File: src/rtl/rc4_prga_decrypt_pkg.sv
// Shared types and constants for the RC4 decrypt datapath and the key-search logic.
package rc4_pkg;

   typedef enum logic [3:0] {
      IDLE,
      RD_I,
      LAT_I,
      RD_J,
      LAT_J,
      WR_J,
      WR_I,
      RD_F,
      LAT_F,
      WR_D,
      DONE
   } prga_state_t;

   localparam logic [7:0] ASCII_LO = 8'h61;
   localparam logic [7:0] ASCII_HI = 8'h7A;
   localparam logic [7:0] ASCII_SP = 8'h20;
   localparam int         S_DEPTH  = 256;
   localparam int         S_AW     = $clog2(S_DEPTH);

endpackage

File: src/rtl/rc4_prga_decrypt_char_check.sv
// Plaintext acceptance test: lowercase letter or space.
module rc4_char_check
   import rc4_pkg::*;
(
   input  logic [7:0] i_char,
   output logic       o_valid
);

   assign o_valid = ((i_char >= ASCII_LO) && (i_char <= ASCII_HI)) || (i_char == ASCII_SP);

endmodule

File: src/rtl/rc4_prga_decrypt.sv
// RC4 pseudo-random generation over the shared S memory; XORs the keystream with the
// encrypted ROM, writes plaintext to the decrypted RAM and reports whether it looks valid.
module rc4_prga_decrypt
   import rc4_pkg::*;
#(
   parameter int MSG_LEN     = 32,
   parameter int MSG_AW      = 5,
   parameter int CHECK_ASCII = 1
)
(
   input  logic              clk,
   input  logic              reset_n,
   input  logic              start,
   output logic              done,
   output logic              key_valid,
   output logic [7:0]        s_mem_addr,
   output logic [7:0]        s_mem_data_in,
   input  logic [7:0]        s_mem_data_out,
   output logic              s_mem_write,
   output logic [MSG_AW-1:0] e_mem_addr,
   input  logic [7:0]        e_mem_data_out,
   output logic [MSG_AW-1:0] d_mem_addr,
   output logic [7:0]        d_mem_data_in,
   output logic              d_mem_write
);

   localparam logic [MSG_AW-1:0] LAST_K    = MSG_AW'(MSG_LEN - 1);
   localparam bit                CHECK_ON  = (CHECK_ASCII != 0);

   prga_state_t       r_state, w_next_state;
   logic [S_AW-1:0]   r_i, r_j, r_si, r_sj;
   logic [7:0]        r_f, r_enc;
   logic [MSG_AW-1:0] r_k;
   logic              r_key_valid;

   logic [7:0]        w_plain;
   logic              w_char_ok;
   logic              w_byte_ok;
   logic              w_last;

   assign w_plain   = r_f ^ r_enc;
   assign w_byte_ok = !CHECK_ON || w_char_ok;
   assign w_last    = (r_k == LAST_K);
   assign key_valid = r_key_valid;

   rc4_char_check u_char_check (
      .i_char  (w_plain),
      .o_valid (w_char_ok)
   );

   // NOTE: sequential state uses non-blocking assignments so every register samples pre-edge values.
   always_ff @(posedge clk or negedge reset_n) begin
      if (!reset_n) r_state <= IDLE;
      else          r_state <= w_next_state;
   end

   always_comb begin
      w_next_state = r_state;
      unique case (r_state)
         IDLE:    if (start) w_next_state = RD_I;
         RD_I:    w_next_state = LAT_I;
         LAT_I:   w_next_state = RD_J;
         RD_J:    w_next_state = LAT_J;
         LAT_J:   w_next_state = WR_J;
         WR_J:    w_next_state = WR_I;
         WR_I:    w_next_state = RD_F;
         RD_F:    w_next_state = LAT_F;
         LAT_F:   w_next_state = WR_D;
         WR_D:    w_next_state = (!w_byte_ok || w_last) ? DONE : RD_I;
         DONE:    if (!start) w_next_state = IDLE;
         default: w_next_state = IDLE;
      endcase
   end

   // Memory reads return data one cycle after the address, so LAT_* states capture q.
   always_ff @(posedge clk or negedge reset_n) begin
      if (!reset_n) begin
         r_i         <= '0;
         r_j         <= '0;
         r_k         <= '0;
         r_si        <= '0;
         r_sj        <= '0;
         r_f         <= '0;
         r_enc       <= '0;
         r_key_valid <= 1'b0;
      end else begin
         unique case (r_state)
            IDLE: begin
               if (start) begin
                  r_i         <= S_AW'(1);
                  r_j         <= '0;
                  r_k         <= '0;
                  r_key_valid <= 1'b0;
               end
            end
            LAT_I: begin
               r_si <= s_mem_data_out;
               r_j  <= r_j + s_mem_data_out;
            end
            LAT_J: r_sj <= s_mem_data_out;
            LAT_F: begin
               r_f   <= s_mem_data_out;
               r_enc <= e_mem_data_out;
            end
            WR_D: begin
               if (!w_byte_ok) begin
                  r_key_valid <= 1'b0;
               end else if (w_last) begin
                  r_key_valid <= 1'b1;
               end else begin
                  r_i <= r_i + S_AW'(1);
                  r_k <= r_k + MSG_AW'(1);
               end
            end
            default: ;
         endcase
      end
   end

   // NOTE: every output gets a default before the case so no latches are inferred.
   always_comb begin
      done          = 1'b0;
      s_mem_addr    = '0;
      s_mem_data_in = '0;
      s_mem_write   = 1'b0;
      e_mem_addr    = '0;
      d_mem_addr    = '0;
      d_mem_data_in = '0;
      d_mem_write   = 1'b0;
      unique case (r_state)
         RD_I:  s_mem_addr = r_i;
         RD_J:  s_mem_addr = r_j;
         WR_J: begin
            s_mem_addr    = r_j;
            s_mem_data_in = r_si;
            s_mem_write   = 1'b1;
         end
         WR_I: begin
            s_mem_addr    = r_i;
            s_mem_data_in = r_sj;
            s_mem_write   = 1'b1;
         end
         RD_F: begin
            s_mem_addr = r_si + r_sj;
            e_mem_addr = r_k;
         end
         WR_D: begin
            d_mem_addr    = r_k;
            d_mem_data_in = w_plain;
            d_mem_write   = 1'b1;
         end
         DONE:    done = 1'b1;
         default: ;
      endcase
   end

endmodule

File: config.mk
export PLATFORM = sky130hd
export DESIGN_NAME = rc4_prga_decrypt
export DESIGN_NICKNAME = d
export VERILOG_FILES = /design/src/rtl/rc4_prga_decrypt_pkg.sv /design/src/rtl/rc4_prga_decrypt_char_check.sv /design/src/rtl/rc4_prga_decrypt.sv
export SDC_FILE = /design/constraint.sdc
export NUM_CORES = 1
export LEC_CHECK = 0
export BUFFER_PORTS_ARGS = -buffer_cell sky130_fd_sc_hd__buf_2
export CELL_PAD_IN_SITES_DETAIL_PLACEMENT = 1
export CELL_PAD_IN_SITES_GLOBAL_PLACEMENT = 2
export CORE_ASPECT_RATIO = 0.5
export CORE_UTILIZATION = 39
export DETAILED_ROUTE_END_ITERATION = 10
export GPL_ROUTABILITY_DRIVEN = 0
export PLACE_DENSITY_LB_ADDON = 0.25
export SYNTH_ARGS = -nofsm -noshare
export SYNTH_HDL_FRONTEND = slang
export SYNTH_SLANG_ARGS = --single-unit
File: constraint.sdc
create_clock -name clk -period 3.6 [get_ports clk]
set_input_delay 0.36 -clock clk [delete_from_list [all_inputs] [get_ports clk]]
set_output_delay 0.36 -clock clk [all_outputs]
set_load 0.01 [all_outputs]
Yosys cells after proc, flatten, opt, wreduce, memory -nomap -nowiden:

Cells that the tools add are included.

* $add $sub $neg: 4
* reduce and logical (&&, ||, !) cells: 14
* bitwise logic cells: 1
* $lt $le $gt $ge: 2
* equality and inequality tests: 17
* mux-type cells: 26

Operators with widths (count)
* 8-bit one-hot mux with 2 select lines: 3
* 4-bit one-hot mux with 11 select lines: 1
* 8-bit two-way mux: 5
* 5-bit two-way mux: 5
* 8-bit one-hot mux with 3 select lines: 1
* 8-bit adder: 2
* 4-bit by 3-bit == test with 1-bit output (second input constant): 4
* 4-bit == test (second input constant): 3
* 4-bit two-way mux: 3
* 5-bit one-hot mux with 2 select lines: 1
* 8-bit by 1-bit adder with 8-bit output (second input constant): 1
* 4-bit by 2-bit == test with 1-bit output (second input constant): 2
* 8-bit by 6-bit == test with 1-bit output (second input constant): 1
* 8-bit by 7-bit greater-or-equal comparator with 1-bit output (second input constant): 1
* 8-bit by 7-bit <= comparator with 1-bit output (second input constant): 1
* 2-bit != test (second input constant): 4
* 8-bit bitwise XOR: 1
* 1-bit two-way mux: 6
* 2-bit OR reduction: 3
* 5-bit by 1-bit adder with 5-bit output (second input constant): 1
* 5-bit == test (second input constant): 1
* 4-bit by 1-bit == test with 1-bit output (second input constant): 1
* 4-bit zero test: 1
* 2-bit AND reduction: 2
* 8 further kinds: 10

* register bits: 58
* output and inout port bits: 38

Logic depth before layout (Yosys ltp):

Gate-level depths: netlist of the first run.

* word-level depth: 8
* gate-level depth with buffers: 10
* mapped depth without buffers: 9

Modules after synthesis:

From an unflattened synthesis of the first run, not the netlist that was laid out.

* cell total of the unflattened synthesis: 359
* area total of the unflattened synthesis: 3575.9 sq um

Modules (own cells, without submodules)
* rc4_prga_decrypt: cells an instance 349, instances 1, area each 3512.1 sq um
* rc4_char_check: cells an instance 10, instances 1, area each 63.8 sq um

Least setup slack after synthesis of the first run:

No wires, ideal clock.

* path type: register to output
* start point: reg r_si[0]
* end point: out s_mem_addr[6]
* path slack: 1.398 ns
* cell stages (with the launch flop): 10
* data required time: 3.240 ns
* arrival time: 1.842 ns
* cell sequence: dfrtp_1 > ha_1 > inv_1 > fa_1 > nor2b_1 > o21ai_0 > a21oi_1 > o21a_1 > nor3_1 > o31ai_1

* word-level cells in the longest chain between the ends: 2

Ends and longest elaborated chain
* start, declared: line rc4_prga_decrypt.sv:31 `logic [S_AW-1:0] r_i, r_j, r_si, r_sj;`
* start signal, assigned: line rc4_prga_decrypt.sv:97 `r_si <= s_mem_data_out;`
* 8-bit adder: line rc4_prga_decrypt.sv:144 `s_mem_addr = r_si + r_sj;`
* 8-bit one-hot mux with 3 select lines: line rc4_prga_decrypt.sv:130 `unique case (r_state)`
* end, declared: line rc4_prga_decrypt.sv:16 `output logic [7:0] s_mem_addr,`

Every way passes these cells.

Worst setup path after layout of the first run:

* start point: reg r_si[1]
* end point: out s_mem_addr[7]

Same word-level chain as after synthesis.

==> reports/metrics.csv, run 1 <==
stage,metric,value,unit
clock_tree,"Clk Latency, worst-skew pair",0.33,ns
sta,worst rel slew slack,0.4459,
clock_tree,hold-fix buffers at CTS,0,
sta,Fmax,334.6,MHz
grt,Total GRT Usage,0.2386,
placement,DP HPWL,7742,um
die,die height,69.82,um
grt,first-pass GRT wire length,17020,um
sta,final hold viol count,0,
die,Rows,24,
synth,"Seq/Total Area, Yosys",0.4046,
setup_path,critical path arrival,2.63,ns
die,number of I/O pins,57,
routing,Final ANT Viol Nets,0,
sta,worst-margin pin slew,0.8267,ns
cells_and_area,# fillers,1004,
synth,Yosys cell types,58,
synth,net count after synthesis,395,
min_path,Hold Crit Class,in -> async,
synth,Mean Syn Cell Area,10.05,um^2
setup_path,critical path required time,3.24,ns
grt,met3 Use GR,0.05921,
synth,"Top FF cell, synth",dfrtp_1,
setup_path,element type at the critical path start,flip-flop,
sta,Tcrit/Tclk final,0.8301,
die,core region area,8828,um^2
synth,Yosys top cell area share,0.4046,
clock_tree,Post-CTS Setup Bufs,0,
outcome,outcome,completed,
synth,largest area contributor in the synthesized netlist,dfrtp_1,
cells_and_area,area grow syn2layout,19.78,%
placement,port bufs,56,
die,Die W,137.6,um
clock_tree,TritonCTS Buffers,9,
job,max_cap viols,0,
sta,setup_tns,0,ns
synth,cell area after synthesis,3587,um^2
pwr,maximum VDD drop,0.3780,mV
synth,"flops & latches, synth",58,
sta,Final Setup Violations,0,
cells_and_area,fin util,0.4867,
routing,Initial DRC Count,149,
pwr,Static Leak,2.035,nW
routing,# DRC,0,
grt,pin count of the biggest net entering global routing,31,
grt,grt peak-use layer,met2,
synth,Syn Inst Count,357,
clock_tree,CTS Root Cell,clkbuf_16,
cells_and_area,nets,453,
clock_tree,Sink Count,58,
setup_path,Critical Setup Path Class,reg -> out,
setup_path,flop2flop setup slack,1.21,ns
grt,number of global-route vias before repair,3168,
routing,wire per inst,18.96,um
grt,initial antenna violation count,0,
cells_and_area,n_diodes,0,
grt,GRT overflow,0,
grt,met1 Track Usage GR,0.3324,
setup_path,FF-to-FF Start,r_j[1],
routing,drt pass-1 iters,4,
synth,asr flop ratio synth,1.000,
synth,number of synthesized flops with an enable pin,0,
clock_tree,CTS max path bufs,2,
pwr,PwrDens,926.7,nW/um^2
clock_tree,CTS tree,yes,
die,Die ar.,9609,um^2
sta,clk_skew,0.006526,ns
synth,Commonest cells post-synth,"dfrtp_1, nor2_1, mux2_2",
grt,GR Util met2,0.3707,
sta,Tmin final,2.989,ns
routing,via count,2947,
setup_path,CP Max Fanout,4,
clock_tree,H-tree levels,3,
setup_path,crit end category,output port,
sta,fin. max-slew vios,0,
setup_path,R2R depth,7,
clock_tree,CTS resizes,0,
routing,Via-to-Cell Ratio,5.488,
sta,RSZ-0062 raised after global routing,false,
cells_and_area,share of cells above drive strength 1,0.2762,
die,Initial Util,0.4063,
synth,Syn. warnings,0,
setup_path,R2R Path End,r_j[7],
routing,Total Wirelength,10180,um
clock_tree,Clock Pin Slew Worst Setup and Hold Paths,0.05,ns
synth,most frequent cell after synthesis,dfrtp_1,
synth,Area contributors post-synth,"dfrtp_1, mux2_2, ha_1",
-- registers in the layout, summed over array words and instances, names as in the netlist --
register / cells
r_enc: 8
r_j: 8
r_state: 4
key_valid: 1
r_f: 8
r_k: 5
r_i: 8
r_sj: 8
r_si: 8
-- through the flow --
stage / hold WS (ns) / power [W] / setup WS (ns) / instance area [um^2] / cells
global placement: 0.4454 / 0.002977 / 1.126 / 3978 / 521
detailed placement: 0.4780 / 0.003067 / 0.9709 / 3978 / 521
global route: 0.1543 / 0.004282 / 0.4730 / 4297 / 537
finish: 0.09427 / 0.003982 / 0.6115 / 4297 / 537
CTS: 0.1231 / 0.004016 / 0.5913 / 4297 / 537
floorplan: 0.06441 / 0.002532 / 1.398 / 3587 / 357
-- layout by cell type (no fill, tap or decap), drive strengths merged, types with 10 or more instances in the layout --
| cell | netlist | final |
|---|---|---|
| nand2 | 20 | 20 |
| ha | 17 | 17 |
| dfrtp | 58 | 58 |
| mux2 | 30 | 30 |
| o21ai | 19 | 19 |
| nor2 | 36 | 36 |
| buf | 7 | 61 |
| a21oi | 16 | 16 |
| nand3 | 14 | 14 |
| inv | 14 | 14 |
| clkbuf | 7 | 10 |
| nor3 | 10 | 10 |
| xnor2 | 13 | 13 |
| a22oi | 12 | 12 |
-- report_power, final --
part | switching (W) | total [W] | internal (W)
Sequential | 0.000292 | 0.00120 | 0.000911
Clock | 0.000301 | 0.000920 | 0.000619
Combinational | 0.00104 | 0.00186 | 0.000816
Total | 0.00164 | 0.00398 | 0.00235
-- area by class of cell --
cell class / instances / area, um^2 / area share
clock buffer: 10 / 239.0 / 0.05562
timing repair buffer: 61 / 317.8 / 0.07397
tap: 117 / 146.4 / 0.03407
inverter: 16 / 77.57 / 0.01805
multi-input combinational: 269 / 1984 / 0.4619
clock inverter: 6 / 80.08 / 0.01864
sequential: 58 / 1451 / 0.3378
-- routing by layer --
metal / share of wire / vias up
met1: 0.49 / 1483
li1: - / 1402
met3: 0.041 / 8
met2: 0.46 / 54
met5: 0 / -
met4: 0.0092 / 0
-- kinds of logic after synthesis --
group | Yosys count | share of synthesized area
adder cells (fa/ha/maj) | 19 | 0.07046
XOR/XNOR | 21 | 0.05546
multiplexers | 34 | 0.1053
AO/OA/AOI/OAI | 75 | 0.1388
AND/OR/NAND/NOR | 120 | 0.1831
flip-flops | 58 | 0.4046
buffers and inverters | 30 | 0.04221
-- worst max-delay path, cell delays in order, from the launching register on --
cell and delay, ns:
dfrtp_1 0.41, ha_1 0.30, a21o_1 0.18, a21oi_1 0.23, o22ai_1 0.15, o41ai_1 0.52
xnor2_1 0.15, o21ai_0 0.19, buf_2 0.16
-- worst max path at each step --
stage	startpoint	to	slack (ns)
floorplan	r_si[0]	s_mem_addr[6]	1.40
global placement	r_si[1]	s_mem_addr[7]	1.13
detailed placement	r_si[1]	s_mem_addr[7]	0.97
CTS	r_si[1]	s_mem_addr[7]	0.59
global route	r_si[1]	s_mem_addr[7]	0.47
finish	r_si[1]	s_mem_addr[7]	0.61
Power figures use the tool's default switching activity.
==> run 2: changes to the inputs <==
--- a/config.mk
+++ b/config.mk
@@ -9,7 +9,7 @@
 export CELL_PAD_IN_SITES_DETAIL_PLACEMENT = 1
 export CELL_PAD_IN_SITES_GLOBAL_PLACEMENT = 2
 export CORE_ASPECT_RATIO = 0.5
-export CORE_UTILIZATION = 39
+export CORE_UTILIZATION = 32
 export DETAILED_ROUTE_END_ITERATION = 10
 export GPL_ROUTABILITY_DRIVEN = 0
 export PLACE_DENSITY_LB_ADDON = 0.25
==> constraint.sdc (replaced) <==
create_clock -name clk -period 2.4 [get_ports clk]
set_input_delay 0.24 -clock clk [delete_from_list [all_inputs] [get_ports clk]]
set_output_delay 0.24 -clock clk [all_outputs]
set_load 0.01 [all_outputs]
==> reports/metrics.csv, run 2 (synthesis results as in run 1) <==
stage,metric,value,unit,change
job,max_cap viols,0,,unchanged
outcome,failing checks,negative setup slack,,
setup_path,WP depth,10,,+2
sta,Fmax,389.2,MHz,
setup_path,CP Max Fanout,2,,-2
sta,Tcrit/Tclk final,1.071,,
cells_and_area,share of cells above drive strength 1,0.3431,,+0.06692
routing,# DRC,0,,unchanged
die,Initial Util,0.3403,,-0.06598
clock_tree,CTS Root Cell,clkbuf_16,,
die,core region area,10540,um^2,+19%
grt,first-pass GRT wire length,17590,um,+3.3%
setup_path,R2R depth,6,,-1
clock_tree,TritonCTS Buffers,9,,unchanged
clock_tree,Clock Pin Slew Worst Setup and Hold Paths,0.05,ns,about the same
setup_path,flop2flop setup slack,0.20,ns,-1.01 ns
pwr,Reg power frac,0.271,,-0.031
sta,worst-margin pin slew,0.5507,ns,-0.2760 ns
sta,RSZ-0062 raised after global routing,true,,
placement,pre-CTS setup slack,-0.07977,ns,-1.051 ns
setup_path,crit-path max cell delay,0.36,ns,-0.16 ns
cells_and_area,nets,476,,+5.1%
placement,placed inst area,4109,um^2,+3.3%
die,Rows,26,,+8.3%
pwr,Clk pwr share,0.200,,-0.031
clock_tree,"Clk Latency, worst-skew pair",0.32,ns,about the same
placement,DP HPWL,7953,um,+2.7%
clock_tree,H-tree levels,3,,unchanged
pwr,maximum VDD drop,0.4508,mV,+19%
cells_and_area,n_diodes,0,,unchanged
grt,number of global-route vias before repair,3217,,+1.5%
setup_path,CP bufs+invs,2,,+1
setup_path,"delay-heaviest family, CP",compound AO/OA/AOI/OAI gates,,
pwr,Net Sw Frac,0.4149,,+0.003980
pwr,Logic pwr share,0.528,,+0.061
sta,final worst slack,-0.1696,ns,-0.7811 ns
grt,Total GRT Usage,0.2001,,-0.03844
sta,fin. max-slew vios,0,,unchanged
outcome,outcome,finished with violations,,
clock_tree,CTS max path bufs,2,,unchanged
grt,GRT overflow,0,,unchanged
routing,Total Wirelength,10850,um,+6.6%
pwr,PwrDens,1408,nW/um^2,+52%
routing,Via-to-Cell Ratio,5.268,,-4.0%
cells_and_area,"most common cell after layout, fill and taps aside",dfrtp_1,,
grt,initial antenna violation count,0,,unchanged
pwr,Static Leak,2.166,nW,+6.4%
placement,port bufs,56,,unchanged
setup_path,element type at the critical path start,flip-flop,,
setup_path,Critical Setup Path Class,reg -> out,,
routing,drt pass-1 iters,4,,unchanged
sta,final hold viol count,0,,unchanged
cells_and_area,highest-count cells in the layout ignoring fill and taps,"dfrtp_1, buf_2, nor2_1",,
die,Die ar.,11660,um^2,+21%
min_path,Hold Crit Class,in -> reg,,
sta,Tmin final,2.570,ns,
die,die height,76.87,um,+10%
cells_and_area,area grow syn2layout,28.04,%,
die,Die W,151.7,um,+10%
clock_tree,Sink Count,58,,unchanged
grt,pin count of the biggest net entering global routing,59,,+90%
routing,via count,3071,,+4.2%
setup_path,critical path required time,2.16,ns,-1.08 ns
sta,worst rel slew slack,0.6315,,+0.1856
min_path,Hold Path Stages,2,,
setup_path,crit end category,output port,,
routing,Final ANT Viol Nets,0,,unchanged
routing,wire per inst,18.62,um,-1.8%
pwr,switching power,0.002683,W,+64%
cells_and_area,# fillers,1228,,+22%
clock_tree,CTS tree,yes,,
cells_and_area,Final Cell Area,4593,um^2,+6.9%
setup_path,CP cell instances,ha_2 -> inv_2 -> fa_2 -> nor2b_2 -> o21ai_2 -> a21oi_2 -> o21a_1 -> nor3_2 -> o31ai_2 -> buf_2,,
pwr,P_int,0.003782,W,+61%
sta,clk_skew,0.005431,ns,-0.001095 ns
die,number of I/O pins,57,,unchanged
routing,Initial DRC Count,162,,+8.7%
setup_path,Crit-path slowest cell,dfrtp_1,,
sta,Final Setup Violations,3,,+3
setup_path,critical path arrival,2.33,ns,-0.30 ns
==> run 2: cell count changes in the layout (fill, tap and decap cells not counted), sizes merged <==
cell,previous run,this run
dlygate4sd3,0,1
clkbuf,10,14
bufinv,2,1
clkinv,6,3
buf,61,83
==> run 2: timing repair <==
action                                  CTS  global route
pin swaps                                 7             5
endpoints found under the setup margin    5            14
hold buffers                              1             0
buffers inserted                          7             3
gates resized for setup                  13             9
hold endpoints to repair                 58             0
==> run 2: metal layers <==
metal  vias to the layer above  track usage  part of all wire
met5                         -            0                 0
met4                         0      0.04950             0.011
met3                        12      0.04048             0.041
met2                        73       0.3200              0.47
met1                      1548       0.2746              0.48
li1                       1438            -                 -
==> run 2: path summary, 6_finish.rpt <==
kind | start | endpoint
worst max-delay path | r_si[0] | s_mem_addr[6]
worst min-delay path | e_mem_data_out[5] | r_enc[5]
worst max register to register | r_enc[7] | r_i[4]
worst min register to register | r_j[7] | r_j[7]
max in group asynchronous | reset_n | r_k[0]
min in group asynchronous | reset_n | r_sj[4]
==> run 2: layout make-up <==
type                            count  area, um^2  share of cell area
Clock buffer                       14       264.0             0.05748
Clock inverter                      2       35.03            0.007627
Sequential cell                    58        1451              0.3160
Inverter                           16       77.57             0.01689
Multi-Input combinational cell    269        2085              0.4538
Timing Repair Buffer               84       505.5              0.1101
Tap cell                          140       175.2             0.03814
==> run 2: stage by stage <==
stage          cells  total power, W    util  hold WS (ns)  setup TNS [ns]
2_1_floorplan    357        0.003797       -      -0.05559               0
3_3_place_gp     556        0.004615  0.3898        0.2678        -0.01254
3_5_place_dp     556        0.004758  0.3898        0.2792         -0.1528
4_1_cts          580        0.006320  0.4282        0.1313         -0.4754
5_1_grt          583        0.006936  0.4358        0.1374         -0.9047
6_report         583        0.006465  0.4358        0.1425         -0.3921
==> run 2: power by group through the flow <==
stage | logic, W | clock network, W | registers [W]
after global placement | 0.00288 | 0 | 0.00173
after detailed placement | 0.00300 | 0 | 0.00176
after CTS | 0.00326 | 0.00133 | 0.00174
after floorplan | 0.00217 | 0 | 0.00162
final | 0.00342 | 0.00130 | 0.00175
after global routing | 0.00375 | 0.00138 | 0.00181
==> run 3: changes to the inputs <==
--- a/config.mk
+++ b/config.mk
@@ -9,7 +9,8 @@
 export CELL_PAD_IN_SITES_DETAIL_PLACEMENT = 1
 export CELL_PAD_IN_SITES_GLOBAL_PLACEMENT = 2
 export CORE_ASPECT_RATIO = 0.5
-export CORE_UTILIZATION = 32
+export CORE_MARGIN = 5
+export CORE_UTILIZATION = 36
 export DETAILED_ROUTE_END_ITERATION = 10
 export GPL_ROUTABILITY_DRIVEN = 0
 export PLACE_DENSITY_LB_ADDON = 0.25
==> constraint.sdc (replaced) <==
create_clock -name clk -period 2.83 [get_ports clk]
set_input_delay 0.283 -clock clk [delete_from_list [all_inputs] [get_ports clk]]
set_output_delay 0.283 -clock clk [all_outputs]
set_load 0.01 [all_outputs]
==> reports/metrics.csv, run 3 (synthesis results as in run 1) <==
stage,metric,value,unit,change
cells_and_area,# fillers,1134,,-7.7%
grt,first-pass GRT wire length,16730,um,-4.9%
die,core region area,9572,um^2,-9.2%
placement,port bufs,56,,unchanged
grt,GRT overflow,0,,unchanged
setup_path,element type at the critical path start,flip-flop,,
sta,clk_skew,0.006670,ns,+0.001239 ns
setup_path,crit-path max cell delay,0.40,ns,+0.04 ns
die,Die ar.,12180,um^2,+4.5%
setup_path,CP cell instances,ha_2 -> inv_1 -> fa_1 -> nor2b_1 -> o21ai_0 -> a21oi_1 -> o21a_1 -> o21a_1 -> o31ai_1 -> buf_2,,
cells_and_area,share of cells above drive strength 1,0.2877,,-0.05538
grt,pin count of the biggest net entering global routing,37,,-37%
cells_and_area,n_diodes,0,,unchanged
die,Initial Util,0.3748,,+0.03443
die,Rows,25,,-3.8%
setup_path,Crit-path slowest cell,dfrtp_1,,
die,die height,80.59,um,+4.8%
clock_tree,Clock Pin Slew Worst Setup and Hold Paths,0.05,ns,about the same
grt,initial antenna violation count,0,,unchanged
setup_path,crit end category,output port,,
sta,Tcrit/Tclk final,0.9628,,
sta,Fmax,367.0,MHz,
clock_tree,"Clk Latency, worst-skew pair",0.33,ns,about the same
pwr,maximum VDD drop,0.4164,mV,-7.6%
setup_path,Worst Setup SP,r_si[0],,
setup_path,critical path required time,2.55,ns,+0.39 ns
sta,worst rel slew slack,0.4271,,-0.2044
routing,# DRC,0,,unchanged
sta,final hold viol count,0,,unchanged
sta,RSZ-0062 raised after global routing,true,,
sta,Final Setup Violations,0,,-3
sta,setup_tns,0,ns,+0.3921 ns
placement,DP HPWL,7870,um,-1.1%
sta,final worst slack,0.1054,ns,+0.2750 ns
grt,number of global-route vias before repair,3214,,-0.093%
sta,Tmin final,2.725,ns,
die,Die W,151.2,um,-0.37%
setup_path,critical path arrival,2.44,ns,+0.11 ns
job,max_cap viols,0,,unchanged
clock_tree,CTS max path bufs,2,,unchanged
routing,Via-to-Cell Ratio,5.286,,+0.35%
cells_and_area,area grow syn2layout,21.21,%,
routing,Initial DRC Count,130,,-20%
routing,Final ANT Viol Nets,0,,unchanged
sta,fin. max-slew vios,0,,unchanged
cells_and_area,fin util,0.4542,,+0.01847
clock_tree,hold-fix buffers at CTS,0,,-1
routing,drt pass-1 iters,4,,unchanged
clock_tree,TritonCTS Buffers,9,,unchanged
grt,Total GRT Usage,0.1831,,-0.01702
sta,worst-margin pin slew,0.8593,ns,+0.3086 ns
setup_path,Critical Setup Path Class,reg -> out,,
clock_tree,CTS tree,yes,,
cells_and_area,"most common cell after layout, fill and taps aside",dfrtp_1,,
setup_path,FF-to-FF Start,r_k[0],,
die,number of I/O pins,57,,unchanged
clock_tree,CTS Root Cell,clkbuf_16,,
pwr,PwrDens,1157,nW/um^2,-18%
pwr,Static Leak,2.052,nW,-5.3%
routing,wire per inst,18.41,um,-1.1%
outcome,outcome,completed,,
min_path,Hold Crit Class,in -> async,,
clock_tree,H-tree levels,3,,unchanged
routing,Total Wirelength,10290,um,-5.2%
pwr,Final Power,0.005032,W,-22%
cells_and_area,highest-count cells in the layout ignoring fill and taps,"dfrtp_1, buf_2, nor2_1",,
setup_path,crit-path most repeated cell,o21a_1,,
clock_tree,Sink Count,58,,unchanged
cells_and_area,nets,459,,-3.6%
placement,pre-CTS setup slack,0.3959,ns,+0.4756 ns
routing,via count,2955,,-3.8%
setup_path,CP Max Fanout,3,,+1
## run 3: cell type report
| type | count | area (um^2) | share of cell area |
|---|---|---|---|
| Clock inverter | 3 | 40.04 | 0.009209 |
| Clock buffer | 11 | 252.7 | 0.05813 |
| Timing Repair Buffer | 67 | 362.8 | 0.08345 |
| Tap cell | 135 | 168.9 | 0.03885 |
| Inverter | 16 | 77.57 | 0.01784 |
| Sequential cell | 58 | 1451 | 0.3338 |
| Multi-Input combinational cell | 269 | 1994 | 0.4587 |
## run 3: layer usage
layer	vias up	wire (um)	global-route usage
met5	-	0	0
li1	1412	-	-
met1	1480	4912	0.2402
met3	5	525	0.04679
met2	58	4793	0.3041
met4	0	59	0.04340
## run 3: repair_timing
action / CTS / global route
resized for setup: 0 / 2
setup endpoints to repair: 0 / 2
buffers inserted: 0 / 0
hold endpoints to repair: 0 / 0
## run 3: per-stage QoR
step | cells | hold WS [ns] | instance area (um^2)
after floorplan | 357 | -0.01259 | 3587
after global placement | 545 | 0.4188 | 4045
after detailed placement | 545 | 0.4428 | 4045
after CTS | 559 | 0.08909 | 4338
after global routing | 559 | 0.1342 | 4348
final | 559 | 0.06806 | 4348
## run 3: power breakdown
group / internal (W) / switching, W / total, W
clock: 0.000715 / 0.000370 / 0.00108
combinational: 0.00109 / 0.00135 / 0.00244
sequential: 0.00116 / 0.000347 / 0.00151
## run 3: final timing paths
path                                      end  cells past startpoint  slack (ns)
worst min-delay path                  r_si[4]                      1        0.07
max in group asynchronous              r_k[0]                      2        2.03
worst min register to register         r_j[7]                      1        0.50
min in group clk                     r_enc[5]                      2        0.19
worst max-delay path            s_mem_addr[6]                     10        0.11
worst max register to register         r_i[7]                      7        0.44
## run 3: worst max-delay path: cells and delay by family, from the launching register on
family / cells / cell delay, ns
AOI/OAI and AO/OA: 5 / 1.01
adders and majority gates: 2 / 0.40
buffers and inverters: 2 / 0.26
DFF: 1 / 0.40
and+or+nand+nor: 1 / 0.05
